### config.mk
export PLATFORM = sky130hd
export DESIGN_NAME = dt_param
export DESIGN_NICKNAME = d
export VERILOG_FILES = /design/src/rtl/dt_param.sv
export SDC_FILE = /design/constraint.sdc
export NUM_CORES = 1
export LEC_CHECK = 0
export ABC_AREA = 1
export CORE_ASPECT_RATIO = 1.4
export CORE_UTILIZATION = 35
export CTS_CLUSTER_DIAMETER = 50
export DETAILED_ROUTE_END_ITERATION = 12
export GPL_ROUTABILITY_DRIVEN = 0
export GPL_TIMING_DRIVEN = 0
export HOLD_SLACK_MARGIN = 0.06
export SYNTH_ARGS = -nofsm -noshare
export SYNTH_HDL_FRONTEND = slang
export SYNTH_SLANG_ARGS = --single-unit
export TNS_END_PERCENT = 1
### constraint.sdc
create_clock -name clk -period 4.2 [get_ports clk]
set_clock_uncertainty 0.1 [all_clocks]
set_input_delay 0.42 -clock clk [delete_from_list [all_inputs] [get_ports clk]]
set_output_delay 0.42 -clock clk [all_outputs]
set_load 0.005 [all_outputs]
### src/rtl/dt_param.sv
// dt_param - parametrised two-pass distance-transform engine.
//
// Unpacks a packed binary image from the sti ROM into the res RAM, one pixel
// per address. Border pixels are forced to 0 while unpacking. A forward raster
// pass and then a backward raster pass run in place over the interior. Each
// object pixel then holds its distance to the nearest background pixel. The
// metric is chessboard (mode=0) or city-block (mode=1).
//
// Optional feature: define DT_MAXDIST_EN to add the max_dist output. It holds
// the largest value written by the backward pass of the last run.
//
// Ports:
//   clk       clock
//   reset     asynchronous, active-low reset
//   start     one-cycle run request, ignored while busy
//   mode      metric select, sampled when start is accepted
//   busy      run in progress (LOAD/FWD/BWD)
//   done      one-cycle end-of-run pulse
//   sti_rd    ROM read enable
//   sti_addr  ROM word address
//   sti_di    ROM data, MSB = leftmost pixel
//   res_rd    RAM read enable
//   res_wr    RAM write enable
//   res_addr  RAM address, row*IMG_W + col
//   res_do    RAM write data
//   res_di    RAM read data
//   max_dist  (DT_MAXDIST_EN only) largest backward-pass write of the last run
module dt_param #(
    parameter int IMG_W  = 128,
    parameter int IMG_H  = 128,
    parameter int STI_W  = 16,
    parameter int DIST_W = 8
) (
    input  logic                                 clk,
    input  logic                                 reset,
    input  logic                                 start,
    input  logic                                 mode,
    output logic                                 busy,
    output logic                                 done,
    output logic                                 sti_rd,
    output logic [$clog2(IMG_W*IMG_H/STI_W)-1:0] sti_addr,
    input  logic [STI_W-1:0]                     sti_di,
    output logic                                 res_rd,
    output logic                                 res_wr,
    output logic [$clog2(IMG_W*IMG_H)-1:0]       res_addr,
    output logic [DIST_W-1:0]                    res_do,
    input  logic [DIST_W-1:0]                    res_di
`ifdef DT_MAXDIST_EN
    ,
    output logic [DIST_W-1:0]                    max_dist
`endif
);

    localparam int NPIX = IMG_W * IMG_H;
    localparam int AW   = $clog2(NPIX);
    localparam int SAW  = $clog2(NPIX / STI_W);
    localparam int KW   = (STI_W > 1) ? $clog2(STI_W) : 1;
    localparam int CW   = $clog2(IMG_W);

    localparam logic [AW-1:0] FIRST_INT = AW'(IMG_W + 1);
    localparam logic [AW-1:0] LAST_INT  = AW'((IMG_H - 2) * IMG_W + IMG_W - 2);
    localparam logic [AW-1:0] LAST_PIX  = AW'(NPIX - 1);
    localparam logic [AW-1:0] BOT_ROW   = AW'((IMG_H - 1) * IMG_W);
    localparam logic [KW-1:0] KLAST     = KW'(STI_W - 1);
    localparam logic [CW-1:0] COL_HI    = CW'(IMG_W - 2);
    localparam logic [CW-1:0] COL_LO    = CW'(1);

    typedef enum logic [2:0] {S_IDLE, S_LOAD, S_FWD, S_BWD, S_FIN} state_e;
    // LOAD: PH_RD issues the ROM read, PH_DATA writes one pixel per cycle.
    // Passes: PH_RD reads p, PH_DATA sees p, PH_NB sees one neighbour per cycle.
    typedef enum logic [1:0] {PH_RD, PH_DATA, PH_NB} phase_e;

    state_e            state, state_nx;
    phase_e            phase, phase_nx;
    logic              mode_r;
    logic [AW-1:0]     addr;
    logic [KW-1:0]     k;
    logic [SAW-1:0]    sti_cnt;
    logic [STI_W-1:0]  shreg;
    logic [DIST_W-1:0] p_val;
    logic [DIST_W-1:0] mn;
    logic [1:0]        nidx;

    logic [CW-1:0]     col;
    logic              border;
    logic              ld_bit;
    logic [1:0]        rd_idx;
    logic [AW-1:0]     nb_mag;
    logic [AW-1:0]     nb_addr;
    logic [DIST_W-1:0] nb_min;
    logic [DIST_W-1:0] nb_inc;
    logic [DIST_W-1:0] wr_val;
    logic              nb_done;
    logic              pass_end;
    logic [AW-1:0]     adv_addr;
    logic              step;

    // IMG_W is a power of two, so the column is the low address bits.
    always_comb begin
        col      = addr[CW-1:0];
        border   = (addr < AW'(IMG_W)) || (addr >= BOT_ROW) ||
                   (col == '0) || (col == '1);
        // The first pixel of a word comes straight from the ROM; the rest
        // come from the shifted copy captured on that cycle.
        ld_bit   = (k == '0) ? sti_di[STI_W-1] : shreg[STI_W-1];
        rd_idx   = (phase == PH_DATA) ? 2'd0 : nidx + 2'd1;
        nb_mag   = AW'(1);
        if (!mode_r) begin
            case (rd_idx)
                2'd0:    nb_mag = AW'(IMG_W + 1);
                2'd1:    nb_mag = AW'(IMG_W);
                2'd2:    nb_mag = AW'(IMG_W - 1);
                default: nb_mag = AW'(1);
            endcase
        end else begin
            nb_mag = (rd_idx == 2'd0) ? AW'(IMG_W) : AW'(1);
        end
        // Neighbours lie before p in the forward pass and after it in the backward pass.
        nb_addr  = (state == S_FWD) ? addr - nb_mag : addr + nb_mag;
        nb_min   = (nidx == 2'd0 || res_di < mn) ? res_di : mn;
        nb_inc   = (&nb_min) ? nb_min : nb_min + DIST_W'(1);
        wr_val   = (state == S_BWD && p_val < nb_inc) ? p_val : nb_inc;
        nb_done  = mode_r ? (nidx == 2'd1) : (nidx == 2'd3);
        pass_end = (state == S_FWD) ? (addr == LAST_INT) : (addr == FIRST_INT);
        if (state == S_FWD)
            adv_addr = (col == COL_HI) ? addr + AW'(3) : addr + AW'(1);
        else
            adv_addr = (col == COL_LO) ? addr - AW'(3) : addr - AW'(1);
    end

    always_ff @(posedge clk or negedge reset) begin
        if (!reset) begin
            state <= S_IDLE;
            phase <= PH_RD;
        end else begin
            state <= state_nx;
            phase <= phase_nx;
        end
    end

    always_comb begin
        state_nx = state;
        phase_nx = phase;
        busy     = 1'b0;
        done     = 1'b0;
        sti_rd   = 1'b0;
        sti_addr = '0;
        res_rd   = 1'b0;
        res_wr   = 1'b0;
        res_addr = '0;
        res_do   = '0;
        step     = 1'b0;
        case (state)
            S_IDLE: begin
                if (start) begin
                    state_nx = S_LOAD;
                    phase_nx = PH_RD;
                end
            end
            S_LOAD: begin
                busy = 1'b1;
                if (phase == PH_RD) begin
                    sti_rd   = 1'b1;
                    sti_addr = sti_cnt;
                    phase_nx = PH_DATA;
                end else begin
                    res_wr   = 1'b1;
                    res_addr = addr;
                    res_do   = border ? '0 : DIST_W'(ld_bit);
                    if (k == KLAST) begin
                        phase_nx = PH_RD;
                        if (addr == LAST_PIX)
                            state_nx = S_FWD;
                    end
                end
            end
            S_FWD, S_BWD: begin
                busy = 1'b1;
                case (phase)
                    PH_RD: begin
                        res_rd   = 1'b1;
                        res_addr = addr;
                        phase_nx = PH_DATA;
                    end
                    PH_DATA: begin
                        if (res_di == '0) begin
                            step = 1'b1;
                        end else begin
                            res_rd   = 1'b1;
                            res_addr = nb_addr;
                            phase_nx = PH_NB;
                        end
                    end
                    default: begin
                        if (!nb_done) begin
                            res_rd   = 1'b1;
                            res_addr = nb_addr;
                        end else begin
                            res_wr   = 1'b1;
                            res_addr = addr;
                            res_do   = wr_val;
                            step     = 1'b1;
                        end
                    end
                endcase
                if (step) begin
                    phase_nx = PH_RD;
                    if (pass_end)
                        state_nx = (state == S_FWD) ? S_BWD : S_FIN;
                end
            end
            S_FIN: begin
                done     = 1'b1;
                state_nx = S_IDLE;
            end
            default: state_nx = S_IDLE;
        endcase
    end

    always_ff @(posedge clk or negedge reset) begin
        if (!reset) begin
            mode_r   <= 1'b0;
            addr     <= '0;
            k        <= '0;
            sti_cnt  <= '0;
            shreg    <= '0;
            p_val    <= '0;
            mn       <= '0;
            nidx     <= '0;
`ifdef DT_MAXDIST_EN
            max_dist <= '0;
`endif
        end else begin
            case (state)
                S_IDLE: begin
                    if (start) begin
                        mode_r   <= mode;
                        addr     <= '0;
                        k        <= '0;
                        sti_cnt  <= '0;
`ifdef DT_MAXDIST_EN
                        max_dist <= '0;
`endif
                    end
                end
                S_LOAD: begin
                    if (phase == PH_RD) begin
                        sti_cnt <= sti_cnt + SAW'(1);
                    end else begin
                        shreg <= ((k == '0) ? sti_di : shreg) << 1;
                        k     <= (k == KLAST) ? '0 : k + KW'(1);
                        // The last pixel of the image hands over the first forward-pass address.
                        addr  <= (addr == LAST_PIX) ? FIRST_INT : addr + AW'(1);
                    end
                end
                S_FWD, S_BWD: begin
                    if (phase == PH_DATA) begin
                        p_val <= res_di;
                        nidx  <= '0;
                    end
                    if (phase == PH_NB) begin
                        mn <= nb_min;
                        if (!nb_done)
                            nidx <= nidx + 2'd1;
                    end
                    // The forward pass ends on LAST_INT, which is also where the backward pass starts.
                    if (step && !pass_end)
                        addr <= adv_addr;
`ifdef DT_MAXDIST_EN
                    if (state == S_BWD && res_wr && wr_val > max_dist)
                        max_dist <= wr_val;
`endif
                end
                default: ;
            endcase
        end
    end

endmodule

# [Word-level counts from Yosys, hierarchy flattened]
# Index checks and enable logic that the tools add are counted.
[word_totals] register_bits=67 inputBits=28 out_inout_bits=37 elab_cells=155
[op_classes] n_addsub=10 order_cmp=4 eq_ne=28 n_mux=73 bitwise_logic=1 n_reduce_logical=29
[op_table] op="two-way mux 14 bit" count=12
[op_table] op="case mux 14 bit (2 select lines)" count=2
[op_table] op="two-way mux 8 bit" count=6
[op_table] op="case mux 14 bit (3 select lines)" count=1
[op_table] op="two-way mux 10 bit" count=4
[op_table] op="equality test 14 bit, second input constant" count=2
[op_table] op="case mux 8 bit (3 select lines)" count=1
[op_table] op="two-way mux 3 bit" count=7
[op_table] op="case mux 10 bit (2 select lines)" count=1
[op_table] op="two-way mux 1 bit" count=18
[op_table] op="two-way mux 2 bit" count=9
[op_table] op="< comparator 8 bit" count=2
[op_table] op="inequality test 2 bit, second input constant" count=8
[op_table] op="case mux 8 bit (2 select lines)" count=1
[op_table] op="two-way mux 15 bit" count=1
[op_table] op="adder 14 x 1 -> 14 bit, second input constant" count=1
[op_table] op="adder 14 bit" count=1
[op_table] op="adder 14 x 2 -> 14 bit, second input constant" count=1
[op_table] op="equality test 14 x 8 -> 1 bit, second input constant" count=1
[op_table] op="equality test 7 bit, second input constant" count=2
[op_table] op=">= comparator 14 bit, second input constant" count=1
[op_table] op="< comparator 14 x 8 -> 1 bit, second input constant" count=1
[op_table] op="subtractor 14 x 1 -> 14 bit, second input constant" count=1
[op_table] op="subtractor 14 bit" count=1
[op_table] op="39 further kinds" count=60

# [Depth between registers and ports, before layout]
# Gate-level depths: netlist of the first run.
[depth] word_depth=11 mapped_depth=29 depth_no_buf=28

# [Worst setup path before layout of the first run]
# Ideal clock, no wire load.
[synth_path] path_type="reg2out" from="register phase[0]" to="output port res_addr[13]" arrival_ps=3582 required_time_ps=3680 setup_slack_ps=98 path_stages_with_launch=26 path_buffers=1 cell_sequence="dfrtp_1 > clkbuf_1 > inv_1 > nor2_1 > nor2_1 > inv_1 > nor2_1 > o21ai_0 > ha_1 > o21ai_0 > ha_1 > nand2_1 > o21ai_0 > nand4_1 > nand2_1 > nand2_1 > nand2_1 > a21oi_1 > or2_2 > nand2_1 > nand2_1 > nand2_1 > xor2_1 > nand2_1 > o21ai_0 > o22ai_1"
[synth_between] elab_chain_cells=10 word_cells_on_any_way=17 cone_classes="2 x add/sub; 3 x eq/ne; 10 x mux; 2 x reduce/logical"
[synth_lines] item="start: declaration" line="74" source="phase_e phase, phase_nx;"
[synth_lines] item="start signal: assignment" line="137" source="phase <= phase_nx;"
[synth_lines] item="equality test 2 x 1 -> 1 bit" line="106, 179"
[synth_lines] item="two-way mux 2 bit" line="106" source="rd_idx = (phase == PH_DATA) ? 2'd0 : nidx + 2'd1;"
[synth_lines] item="equality test 2 bit, or another cell as far along" line="109" source="case (rd_idx)"
[synth_lines] item="case mux 8 bit (3 select lines) or two-way mux 8 bit (tied branches)" line="109, 116"
[synth_lines] item="two-way mux 14 bit" line="108" source="if (!mode_r) begin"
[synth_lines] item="adder 14 bit or subtractor 14 bit (tied branches)" line="119" source="nb_addr = (state == S_FWD) ? addr - nb_mag : addr + nb_mag;"
[synth_lines] item="two-way mux 14 bit" line="119"
[synth_lines] item="two-way mux 14 bit, on equally long branches" line="195, 186"
[synth_lines] item="case mux 14 bit (2 select lines)" line="179" source="case (phase)"
[synth_lines] item="case mux 14 bit (2 select lines) *" line="153" source="case (state)"
[synth_lines] item="end: declaration" line="45" source="output logic [$clog2(IMG_W*IMG_H)-1:0] res_addr,"
# Mark *: on every way between the ends. The rest lies on a longest branch, timed or not.

# [Worst setup path in the final report of the first run]
[layout_path] from="register mn[5]" to="output port res_do[0]"
[layout_between] elab_chain_cells=11 word_cells_on_any_way=12 cone_classes="1 x add/sub; 2 x order compare; 6 x mux; 3 x reduce/logical"
[layout_lines] item="start: declaration" line="81" source="logic [DIST_W-1:0] mn;"
[layout_lines] item="start signal: assignment" line="262" source="mn <= nb_min;"
[layout_lines] item="< comparator 8 bit *" line="120" source="nb_min = (nidx == 2'd0 || res_di < mn) ? res_di : mn;"
[layout_lines] item="logical OR 1 bit *" line="120"
[layout_lines] item="two-way mux 8 bit *" line="120"
[layout_lines] item="named net nb_min[1]" line="90" source="logic [DIST_W-1:0] nb_min;"
[layout_lines] item="adder 8 x 1 -> 8 bit or AND reduction 8 bit (tied branches)" line="121" source="nb_inc = (&nb_min) ? nb_min : nb_min + DIST_W'(1);"
[layout_lines] item="two-way mux 8 bit *" line="121"
[layout_lines] item="< comparator 8 bit" line="122" source="wr_val = (state == S_BWD && p_val < nb_inc) ? p_val : nb_inc;"
[layout_lines] item="logical AND 1 bit" line="122"
[layout_lines] item="two-way mux 8 bit *" line="122"
[layout_lines] item="two-way mux 8 bit *" line="195" source="if (!nb_done) begin"
[layout_lines] item="two-way mux 8 bit *" line="179"
[layout_lines] item="case mux 8 bit (2 select lines) *" line="153"
[layout_lines] item="end: declaration" line="46" source="output logic [DIST_W-1:0] res_do,"
# The timed path passes the listed nets; every way through them passes the cells marked *.

==> impl_metrics.py, run 1 <==
metrics = {
    "run_status": {
        "status": "complete, but fails checks",
        "violations": "negative setup slack",
    },
    "cts": {
        "htreeDepth": 3,
        "cts.path.max_buffers": 2,
        "root_buffer": "clkbuf_16",
        "clk_latency_ps": 350,
        "cts_tree": "built",
        "cts-buffers-inserted": 9,
        "clkTransAtPathRegs_ps": 60,
        "cts.sinks": 67,
    },
    "setup_path": {
        "path_delay_family": "simple AND/OR/NAND/NOR gates",
        "critPathBufInv": 5,
        "cp_slowest_stage_delay_ps": 400,
        "worstPathArrival_ps": 3930,
        "cp_max_fo": 6,
        "crit_type": "reg2out",
        "cp_slowest_cell": "dfrtp_1",
        "crit_required_ps": 3680,
        "start_kind": "flop",
        "r2r_setup_slack_ps": 830,
        "end_kind": "primary output",
    },
    "sta": {
        "worst_pin_slew_ps": 743,
        "setup_viol": 16,
        "fin_crit_ps": 4450,
        "finalCritPeriodShare_pct": 106,
        "setup_tns_ps": -2910,
        "maxSlewViolCount": 0,
        "relSlewSlack_pct": 50.5,
        "fmaxAchievable_mhz": 225,
        "setup_ws_ps": -245,
        "finalHoldViolCount": 0,
        "rsz0062_at_grt": "yes",
    },
    "power_and_ir_drop": {
        "leakagePower_nw": 3.94,
        "totalPowerFinal_mw": 8.38,
        "powerDensity_nw_per_um2": 1010,
        "peakVddDrop_uv": 464,
    },
    "logic_synthesis": {
        "synth-edff-count": 0,
        "netlist.area_leader.share_pct": 27.3,
        "ys_ff_latch": 67,
        "ys_types": 53,
        "yosys_warnings": 0,
        "yosys_most_used_dff": "dfrtp_1",
        "syn_area_per_cell_um2": 6.78,
        "seq_area_frac_synth_pct": 27.3,
        "synth.most_common_cell": "nand2_1",
        "syn_area_um2": 6150,
        "synth_nets": 978,
        "synth_area_leaders": "dfrtp_1 27%, nand2_1 10%, ha_1 8.3%",
        "synth-async-reset-ratio_pct": 100,
        "yosysTopAreaCell": "dfrtp_1",
        "syn_inst": 907,
        "yosys-top-cells-count": "166 x nand2_1, 135 x inv_1, 98 x o21ai_0",
    },
    "final_layout": {
        "diodes": 0,
        "design_area_um2": 8310,
        "stdcell_count": 1278,
        "area_growth_pct": 35.2,
        "drive_above_1_share_pct": 21.7,
        "final_nets": 1108,
    },
    "placed_design": {
        "io_buffers": 64,
        "dp_worst_setup_slack_ps": -1370,
        "placed_cells_incl_taps": 1208,
        "dpl_cell_area_um2": 7110,
        "dp_hpwl_um": 14800,
    },
    "detailed_routing": {
        "first_pass_iters": 5,
        "drc_errors": 0,
        "wl_per_cell_um": 16.2,
        "vias": 6684,
        "wl_um": 20700,
        "ant_nets": 0,
        "detail_route.vias_per_cell": 5.23,
        "drtIter0Drc": 438,
    },
    "floorplan": {
        "rows": 57,
        "die_y_um": 159,
        "core_um2": 17300,
        "die_area_um2": 18100,
        "fp.dieW_um": 114,
        "start_util_pct": 35.6,
        "ios": 65,
    },
    "hold_path": {
        "min_path_type": "in2async",
    },
    "grt": {
        "grt_overflow": 0,
        "grt_pass1_wl_um": 32700,
        "grt_start_max_net_pins": 59,
        "antenna_found_initial": 0,
        "grtUsageTotal_pct": 22.9,
        "grt_pass1_vias": 6531,
    },
    "flow_run": {
        "maxCapViolations": 0,
    },
}
-- cell families (layout without fill, tap and decap cells) --
kind of cell | after synthesis | after routing | share of synthesized area [%]
buf+inv | 172 | 306 | 10.8
compound gates | 234 | 234 | 21.9
flops | 67 | 67 | 27.3
fa+ha+maj | 43 | 43 | 9.00
mux | 5 | 5 | 0.916
simple gates | 354 | 355 | 25.5
xor+xnor | 32 | 32 | 4.56
-- routing by layer --
metal | wire, um | part of all wire (%) | up-vias | track usage [%]
met5 | 0 | 0 | - | 0
met4 | 890 | 4.3 | 0 | 10.2
met3 | 917 | 4.4 | 67 | 3.40
met2 | 10400 | 50 | 230 | 40.2
met1 | 8510 | 41 | 3105 | 27.1
li1 | - | - | 3282 | -
-- worst register-to-register path, delay by kind of cell (launching register included) --
family | cells | cell delay, ps
AO/OA/AOI/OAI | 4 | 750
buffers and inverters | 6 | 510
flip-flops | 1 | 420
AND/OR/NAND/NOR | 10 | 1150
adder cells (fa/ha/maj) | 1 | 300
-- path summary, 6_finish.rpt --
| kind | startpoint | endpoint | cells after the start |
|---|---|---|---|
| setup reg to reg | addr[6] | addr[11] | 21 |
| max in group asynchronous | reset | addr[3] | 3 |
| min in group clk | p_val[0] | p_val[0] | 2 |
| setup / recovery | mn[5] | res_do[0] | 26 |
| hold / removal | reset | p_val[0] | 2 |
| hold reg to reg | p_val[0] | p_val[0] | 2 |
-- timing repair --
action                                  CTS  global route
gates cloned                              1             0
pin swaps                                38            56
buffers inserted                         24            30
hold endpoints to repair                  9             0
gates resized for setup                 127            73
hold buffers                              1             0
endpoints found under the setup margin   21            20
-- flip-flops by register name, summed over array words and instances, names as in the netlist --
register	flops
addr	14
phase	2
p_val	8
nidx	2
k	4
mn	8
shreg	15
sti_cnt	10
state	3
mode_r	1
-- cell type report --
type / count / area (um^2)
Tap cell: 236 / 295
Clock inverter: 5 / 60.1
Clock buffer: 11 / 253
Inverter: 145 / 549
Sequential cell: 67 / 1680
Timing Repair Buffer: 119 / 1020
Fill cell: 1785 / 8950
Multi-Input combinational cell: 669 / 4340
Buffer: 26 / 120
-- per-stage QoR --
stage | util (%) | hold WS (ps)
4_1_cts | 45.2 | 361
3_5_place_dp | 41.2 | 177
3_3_place_gp | 41.0 | 371
5_1_grt | 48.2 | 378
2_1_floorplan | - | 24.4
6_report | 48.2 | 355
-- power by group --
part / leakage (nW) / switching (mW) / internal [mW] / total, mW
clock: 0.152 / 0.329 / 0.495 / 0.824
sequential: 0.801 / 0.234 / 0.886 / 1.12
combinational: 2.99 / 3.62 / 2.82 / 6.44
-- placed cells by master, fill, tap and decap left out, drive strengths merged, types with 7 or more instances in the layout --
cell type / synthesis / routed
clkdlybuf4s50: 0 / 38
ha: 41 / 41
dfrtp: 67 / 67
inv: 141 / 142
o21bai: 8 / 8
buf: 7 / 74
o21ai: 104 / 104
a21oi: 72 / 72
nor3: 20 / 20
o32ai: 7 / 7
xnor2: 7 / 7
dlygate4sd2: 0 / 9
clkbuf: 20 / 31
nand2: 183 / 184
xor2: 25 / 25
o221ai: 7 / 7
nor2: 95 / 95
nand3: 43 / 43
o2111ai: 7 / 7
No activity file was read; power rests on OpenSTA's default activity.
==> run 2, diff against run 1 <==
--- a/config.mk
+++ b/config.mk
@@ -6,6 +6,7 @@
 export NUM_CORES = 1
 export LEC_CHECK = 0
 export ABC_AREA = 1
+export CAP_MARGIN = 20
 export CORE_ASPECT_RATIO = 1.4
 export CORE_UTILIZATION = 35
 export CTS_CLUSTER_DIAMETER = 50
==> results of run 2 <==
The final DEF is identical to that of run 1; final timing and power are the same.
